## config.mk

```make
export PLATFORM = sky130hd
export DESIGN_NAME = pdp8_imux_flat
export DESIGN_NICKNAME = d
export VERILOG_FILES = /design/src/rtl/pdp8_pkg.sv /design/src/rtl/pdp8_imux_if.sv /design/src/rtl/pdp8_imux_iot_dev_decode.sv /design/src/rtl/pdp8_imux.sv /design/src/flat_wrapper.sv
export SDC_FILE = /design/constraint.sdc
export NUM_CORES = 1
export LEC_CHECK = 0
export ABC_AREA = 0
export CAP_MARGIN = 20
export CORE_MARGIN = 2
export CORE_UTILIZATION = 30
export DETAILED_ROUTE_END_ITERATION = 16
export PLACE_DENSITY = 0.84
export SLEW_MARGIN = 20
export SYNTH_ARGS = -nofsm -noshare
export SYNTH_HDL_FRONTEND = slang
export SYNTH_SLANG_ARGS = --single-unit
```

## constraint.sdc

```tcl
create_clock -name clk -period 1.6 [get_ports clk]
set_input_delay 0.16 -clock clk [delete_from_list [all_inputs] [get_ports clk]]
set_output_delay 0.16 -clock clk [all_outputs]
set_load 0.02 [all_outputs]
```

## src/rtl/pdp8_pkg.sv

```systemverilog
// Shared PDP-8/E constants: IOT opcode, device codes and CPU major-state codes.
package pdp8_pkg;

    localparam logic [2:0] IOT_OP     = 3'o6;

    localparam logic [5:0] DEV_INT    = 6'o00;
    localparam logic [5:0] DEV_KBD    = 6'o03;
    localparam logic [5:0] DEV_TTO    = 6'o04;
    localparam logic [5:0] DEV_MEM_LO = 6'o20;
    localparam logic [5:0] DEV_MEM_HI = 6'o27;

    localparam logic [4:0] ST_FETCH   = 5'd0;
    localparam logic [4:0] ST_DEFER   = 5'd1;
    localparam logic [4:0] ST_EXECUTE = 5'd2;
    localparam logic [4:0] ST_BREAK   = 5'd3;
    localparam logic [4:0] ST_IOT     = 5'd4;
    localparam logic [4:0] ST_HALT    = 5'd5;
    localparam logic [4:0] ST_DISP    = 5'd6;

    // Memory-extension devices occupy one contiguous octal block.
    function automatic logic is_mem_dev(input logic [5:0] dev);
        return (dev >= DEV_MEM_LO) && (dev <= DEV_MEM_HI);
    endfunction

endpackage

```

## src/rtl/pdp8_imux_if.sv

```systemverilog
// IOT input-mux bus bundle; all data buses are PDP-8 ordered [0:11] (bit 0 = MSB).
interface pdp8_imux_if;
    logic [4:0]  state;
    logic [0:11] instruction;
    logic [0:11] mem_reg_bus;
    logic [0:11] serial_data_bus;
    logic        iskip;
    logic        sskip;
    logic        mskip;
    logic        skip;
    logic [0:11] in_bus;
    logic [0:11] bus_display;

    modport master (
        output state, instruction, mem_reg_bus, serial_data_bus, iskip, sskip, mskip,
        input  skip, in_bus, bus_display
    );

    modport slave (
        input  state, instruction, mem_reg_bus, serial_data_bus, iskip, sskip, mskip,
        output skip, in_bus, bus_display
    );
endinterface

```

## src/rtl/pdp8_imux_iot_dev_decode.sv

```systemverilog
// IOT device-field decoder: instruction -> one-hot {sel_int, sel_ser, sel_mem}.
// Memory-extension decode is present only when IMUX_MEMEXT_EN is defined.
module iot_dev_decode
    import pdp8_pkg::*;
(
    input  logic [0:11] instruction_i,
    output logic        sel_int_o,
    output logic        sel_ser_o,
    output logic        sel_mem_o
);

    logic [5:0] dev_s;

    assign dev_s = instruction_i[3:8];

    // Device select; function bits 9..11 take no part in selection.
    always_comb begin
        sel_int_o = 1'b0;
        sel_ser_o = 1'b0;
        sel_mem_o = 1'b0;
        if (instruction_i[0:2] == IOT_OP) begin
            case (dev_s)
                DEV_INT:          sel_int_o = 1'b1;
                DEV_KBD, DEV_TTO: sel_ser_o = 1'b1;
                default: begin
`ifdef IMUX_MEMEXT_EN
                    sel_mem_o = is_mem_dev(dev_s);
`else
                    sel_mem_o = 1'b0;
`endif
                end
            endcase
        end else begin
            sel_mem_o = 1'b0;
        end
    end

endmodule

```

## src/rtl/pdp8_imux.sv

```systemverilog
// PDP-8/E IOT input multiplexer with registered front-panel copy of the input bus.
// Optional memory-extension decode: define IMUX_MEMEXT_EN.
module pdp8_imux
    import pdp8_pkg::*;
#(
    parameter logic [4:0] DISP_STATE = ST_DISP
) (
    input  logic           clk,
    input  logic           reset,
    pdp8_imux_if.slave     bus
);

    logic        sel_int_s;
    logic        sel_ser_s;
    logic        sel_mem_s;
    logic        skip_s;
    logic [0:11] in_bus_s;
    logic [0:11] bus_display_d;
    logic [0:11] bus_display_q;

    iot_dev_decode u_dec (
        .instruction_i (bus.instruction),
        .sel_int_o     (sel_int_s),
        .sel_ser_o     (sel_ser_s),
        .sel_mem_o     (sel_mem_s)
    );

    // Selects are one-hot, so non-selected devices' flags and data never leak through.
    always_comb begin
        skip_s   = 1'b0;
        in_bus_s = 12'o0000;
        if (sel_int_s) begin
            skip_s = bus.iskip;
        end else if (sel_ser_s) begin
            skip_s   = bus.sskip;
            in_bus_s = bus.serial_data_bus;
        end else if (sel_mem_s) begin
            skip_s   = bus.mskip;
            in_bus_s = bus.mem_reg_bus;
        end else begin
            skip_s   = 1'b0;
            in_bus_s = 12'o0000;
        end
    end

    // Display capture during the display state, otherwise hold.
    always_comb begin
        if (bus.state == DISP_STATE) begin
            bus_display_d = in_bus_s;
        end else begin
            bus_display_d = bus_display_q;
        end
    end

    // Display register; reset wins over capture.
    always_ff @(posedge clk) begin
        if (reset) begin
            bus_display_q <= 12'o0000;
        end else begin
            bus_display_q <= bus_display_d;
        end
    end

    assign bus.skip        = skip_s;
    assign bus.in_bus      = in_bus_s;
    assign bus.bus_display = bus_display_q;

endmodule

```

## src/flat_wrapper.sv

```systemverilog
// flat-port wrapper written by rule: the top's interface ports become plain ports
module pdp8_imux_flat import pdp8_pkg::*;
#(
    parameter logic [4:0] DISP_STATE = ST_DISP
)
  (clk, reset, bus_state, bus_instruction, bus_mem_reg_bus, bus_serial_data_bus, bus_iskip, bus_sskip, bus_mskip, bus_skip, bus_in_bus, bus_bus_display);
  pdp8_imux_if bus_i ();
  input  logic clk;
  input  logic reset;
  input wire logic [$bits(bus_i.state)-1:0] bus_state;
  input wire logic [$bits(bus_i.instruction)-1:0] bus_instruction;
  input wire logic [$bits(bus_i.mem_reg_bus)-1:0] bus_mem_reg_bus;
  input wire logic [$bits(bus_i.serial_data_bus)-1:0] bus_serial_data_bus;
  input wire logic [$bits(bus_i.iskip)-1:0] bus_iskip;
  input wire logic [$bits(bus_i.sskip)-1:0] bus_sskip;
  input wire logic [$bits(bus_i.mskip)-1:0] bus_mskip;
  output wire logic [$bits(bus_i.skip)-1:0] bus_skip;
  output wire logic [$bits(bus_i.in_bus)-1:0] bus_in_bus;
  output wire logic [$bits(bus_i.bus_display)-1:0] bus_bus_display;
  assign bus_i.state = bus_state;
  assign bus_i.instruction = bus_instruction;
  assign bus_i.mem_reg_bus = bus_mem_reg_bus;
  assign bus_i.serial_data_bus = bus_serial_data_bus;
  assign bus_i.iskip = bus_iskip;
  assign bus_i.sskip = bus_sskip;
  assign bus_i.mskip = bus_mskip;
  assign bus_skip = bus_i.skip;
  assign bus_in_bus = bus_i.in_bus;
  assign bus_bus_display = bus_i.bus_display;
  pdp8_imux #(.DISP_STATE(DISP_STATE)) u_core (.clk(clk), .reset(reset), .bus(bus_i));
endmodule
```

-- Yosys cells after proc, flatten, opt, wreduce, memory -nomap -nowiden
Index checks and enable logic that the tools add are counted.
- register bits after elaboration: 12
- output and inout port bits: 25
- equality and inequality tests: 4
- multiplexer cells: 8
- reductions and logical operators: 2
- operators by type and width (cell ; number):
    12-bit two-way mux ; 2
    6-bit by 2-bit equality test with 1-bit output, second input constant ; 1
    6-bit by 3-bit equality test with 1-bit output, second input constant ; 1
    6-bit zero test ; 1
    1-bit two-way mux ; 6
    5-bit by 3-bit equality test with 1-bit output, second input constant ; 1
    3-bit equality test, second input constant ; 1
    2-bit OR reduction ; 1

-- Depth between registers and ports, before layout
- depth after elaboration: 6
- mapped depth: 5
- mapped depth without buffers: 3

-- Hierarchy
A second synthesis with hierarchy kept.
- cells, all modules: 90
- area, all modules: 793.3 µm²
- modules (own cells, without submodules) (module ; instances ; cells each ; area each (µm²)):
    pdp8_imux ; 1 ; 81 ; 730.7
    iot_dev_decode ; 1 ; 9 ; 62.6

-- Least setup slack after synthesis
Ideal clock, no wire load.
- kind: input to output
- from: input port bus_instruction[4]
- to: output port bus_skip
- arrival: 1.793 ns
- data required time: 1.440 ns
- setup slack: -0.353 ns
- cell stages on the path: 3
- buffers on the path: 0
- path through: or3b_1 a21o_1 a2111oi_0
- longest elaborated chain between the ends: 6
- RTL lines (element ; line ; source):
    from (decl) ; flat_wrapper.sv:11 ; input wire logic [$bits(bus_i.instruction)-1:0] bus_instruction;
    6-bit by 2-bit equality test with 1-bit output / 6-bit by 3-bit equality test with 1-bit output (equally long branches) ; pdp8_imux_iot_dev_decode.sv:22 ; case (dev_s)
    2-bit OR reduction ; pdp8_imux_iot_dev_decode.sv:22 ;
    1-bit two-way mux ; pdp8_imux_iot_dev_decode.sv:22 ;
    1-bit two-way mux ; pdp8_imux_iot_dev_decode.sv:21 ; if (instruction_i[0:2] == IOT_OP) begin
    1-bit two-way mux ; pdp8_imux.sv:34 ; end else if (sel_ser_s) begin
    1-bit two-way mux * ; pdp8_imux.sv:32 ; if (sel_int_s) begin
    to (decl) ; flat_wrapper.sv:17 ; output wire logic [$bits(bus_i.skip)-1:0] bus_skip;
Every way passes the cells marked *; elsewhere a longest branch is shown, timed or not.

-- Final worst setup path
- from: input port bus_instruction[3]
- to: output port bus_in_bus[6]
- longest elaborated chain between the ends: 6
- RTL lines (element ; line ; source):
    6-bit by 2-bit equality test with 1-bit output / 6-bit by 3-bit equality test with 1-bit output (equally long branches) ; pdp8_imux_iot_dev_decode.sv:22 ;
    2-bit OR reduction ; pdp8_imux_iot_dev_decode.sv:22 ;
    1-bit two-way mux ; pdp8_imux_iot_dev_decode.sv:22 ;
    1-bit two-way mux ; pdp8_imux_iot_dev_decode.sv:21 ;
    12-bit two-way mux ; pdp8_imux.sv:34 ;
    12-bit two-way mux * ; pdp8_imux.sv:32 ;
    to (decl) ; flat_wrapper.sv:18 ; output wire logic [$bits(bus_i.in_bus)-1:0] bus_in_bus;
Marks and branches as above.

==> summary.md <==
| Metric | Value |
|---|---|
| FF-to-FF setup slack | 0.93 ns |
| Initial DRC count | 16 |
| Initial DRT Pass Iterations | 3 |
| Most area-consuming cells after synthesis | dfxtp_1, o211a_1, nor4b_1 |
| Worst EP required | between 1 and 1.5 ns |
| Final Hold Fails | 0 |
| Post-synth top area share | 0.304 |
| Clk_lat worst skew | roughly 0.27 ns |
| Clock Path Buffers | 2 |
| Biggest area consumer among synthesized cells | dfxtp_1 |
| WP depth | 6 |
| Core Rows | 18 |
| Largest net degree at the start of global routing | 25 |
| Crit path max-delay family | simple AND/OR/NAND/NOR gates |
| Maximum clock frequency | ~610 MHz |
| Post-layout min period | between 1.5 and 2 ns |
| Most numerous cell in the Yosys netlist | a21o_1 |
| RR Endpoint | u_core.bus.bus_display[5]$_SDFFE_PP0N_ |
| Commonest cells post-synth | a21o_1, and2_1, dfxtp_1, nor4b_1, o211a_1 |
| Synth async-reset ratio | 0 |
| Via count | a little over 900 |
| Worst R2R Start | u_core.bus.bus_display[5]$_SDFFE_PP0N_ |
| Total CTS buffers | 3 |
| Setup Skew | 0 ns |
| Core area | 2480 um^2 |
| Hold WS | roughly 0.56 ns |
| Sequential fraction of the synthesis area | 0.304 |
| Post-synth EDFFs | 0 |
| Critical Path Sink | bus_in_bus[6] |
| Cells on worst reg2reg path | 2 |
| Status | finished, violations left |
| Peak VDD IR | 0.346 mV |
| Startpoint types | primary input |
| Area delta synth->final | 97.6% |
| Max Slew Vio Count | 0 |
| Layout cells sized above 1 | 0.365 |
| Power Density | 400 nW/um^2 |
| Sum of negative setup slack | -0.242 ns |
| Placer Congestion | approximately 0.75 |
| Clk slew on worst S/H paths | roughly 0.070 ns |
| Chip width | roughly 55 um |
| Clock sinks | 12 |
| WL final | roughly 2600 um |
| DRC violations left | 0 |
| Failing checks | negative setup slack |
| Cell variety after synth | 16 |
| Syn nets | ~130 |
| Pleak | 0.823 nW |
| Most common cell on crit path | buf_6 |
| Synthesized area | 791 um^2 |
| Gr usage total | 0.159 |
| WL/cell | approximately 14 um |
| Worst rel slew slack | 0.742 |
| Critical path capture point type | primary output |
| Initial antenna violation count | 0 |
| Die area | 3060 um^2 |
| Setup-failing EPs final | 12 |
| Routed Antenna Nets | 0 |
| Placement Setup Slack | -0.910 ns |
| RSZ-0062 raised after global routing | yes |
| Worst path bufs/invs | 3 |
| Die height | about 55 um |
| Synth Flop Type | dfxtp_1 |
| Post-Syn Area per Cell | ~9.8 um^2 |
| Hpwl dp | around 1800 um |
| I/O pins | 71 |
| GRT Residual Overflow | 0 |
| Crit path from | bus_instruction[3] |
| DR vias/cell | a little over 5 |
| CTS tree | done |
| Syn Inst Count | slightly above 80 |
| Hold Startpoint | u_core.bus.bus_display[3]$_SDFFE_PP0N_ |
| First-pass GRT wire length | 4030 um |
| CTS Root Cell | clkbuf_4 |
| Number of global-route vias before repair | approximately 870 |
| I/O Buffers | 54 |
| # diodes | 0 |
| Critical Path, Cell by Cell | buf_6 > or3b_4 > a2111oi_4 > buf_4 > and2_4 > buf_6 |
| NumNets Final | between 150 and 200 |
| Arr. time, crit path | between 1 and 1.5 ns |
| Tightest Hold Check Type | register to register |
| Synthesis Warnings | 0 |
| Least-Margin Pin Slew | roughly 0.39 ns |
| PnR worst setup slack | -0.0336 ns |
| CTS H-tree depth | 1 |
| Critical path type | primary input to primary output |
| Starting Density | 0.319 |
| Largest register FFs | 12 |
| Max cap viols | 0 |
| CP peak stage delay | roughly 0.4 ns |
| Synthesis-stage register bit count | 12 |
| Slowest cell on crit path | or3b_4 |
| Part of the cycle the worst path needs | 1.02 |
| CTS Hold Bufs | 0 |
| Critical-path maximum fanout | 5 |
==> cells in the final DEF, fill, tap and decap left out, drive strengths merged <==
cell type	n
a2111oi	2
nand4bb	2
clkdlybuf4s50	31
o211a	12
a21o	13
clkbuf	3
nor4b	12
dlygate4sd2	5
nand3	2
and2	12
or3b	2
nor2	1
buf	35
dlymetal6s2s	2
inv	1
dfxtp	12
nand3b	1
==> metal layers <==
layer | global-route usage | part of all wire | vias to the layer above
met5 | 0 | 0 | -
met4 | 0.0314 | 0.0070 | 0
met3 | 0.0398 | 0.066 | 2
met2 | 0.274 | 0.51 | 35
met1 | 0.201 | 0.42 | 424
li1 | - | - | 447
==> area by class of cell <==
cell class	instances	area, um^2
clock buffers	3	22.5
fillers	201	915
inverters	1	3.75
multi-input cells	59	563
flip-flops and latches	12	240
well taps	30	37.5
repair buffers	73	696
==> report_power, final <==
part / internal [W] / switching (W) / leakage, nW
combinational: 0.0000873 / 0.0000541 / 0.713
sequential: 0.000298 / 0.0000000156 / 0.0966
clock: 0.0000871 / 0.0000976 / 0.0138
==> per-stage QoR <==
step	power (W)	utilization	area (um^2)	instances
floorplan	0.000342	-	797	81
global placement	0.000437	0.572	1420	168
detailed placement	0.000440	0.572	1420	168
CTS	0.000624	0.623	1540	178
global route	0.000661	0.631	1560	178
finish	0.000624	0.631	1560	178
==> worst register-to-register path: cells and delay by family (launching register included) <==
family / cells / cell delay (ns)
compound gates: 2 / 0.26
flops: 1 / 0.32
==> what timing repair did <==
item / 4_1_cts / 5_1_grt
pin swaps: 17 / 3
setup buffers: 6 / 0
endpoints found under the hold margin: 0 / 0
gates resized for setup: 112 / 4
endpoints found under the setup margin: 21 / 13
gates cloned: 1 / 0
==> logic make-up after synthesis <==
kind of cell           share of synthesized area
AND/OR/NAND/NOR                            0.309
AO/OA/AOI/OAI                              0.321
flip-flops                                 0.304
buffers and inverters                     0.0665
==> worst min-delay path by stage <==
| stage | slack, ns | endpoint | depth (start not counted) |
|---|---|---|---|
| floorplan | 0.37 | bus_skip | 1 |
| global placement | 0.53 | u_core.bus.bus_display[9]$_SDFFE_PP0N_ | 2 |
| detailed placement | 0.55 | u_core.bus.bus_display[3]$_SDFFE_PP0N_ | 2 |
| CTS | 0.57 | u_core.bus.bus_display[3]$_SDFFE_PP0N_ | 2 |
| global route | 0.59 | u_core.bus.bus_display[3]$_SDFFE_PP0N_ | 2 |
| finish | 0.56 | u_core.bus.bus_display[3]$_SDFFE_PP0N_ | 2 |
No activity file was read; power rests on OpenSTA's default activity.
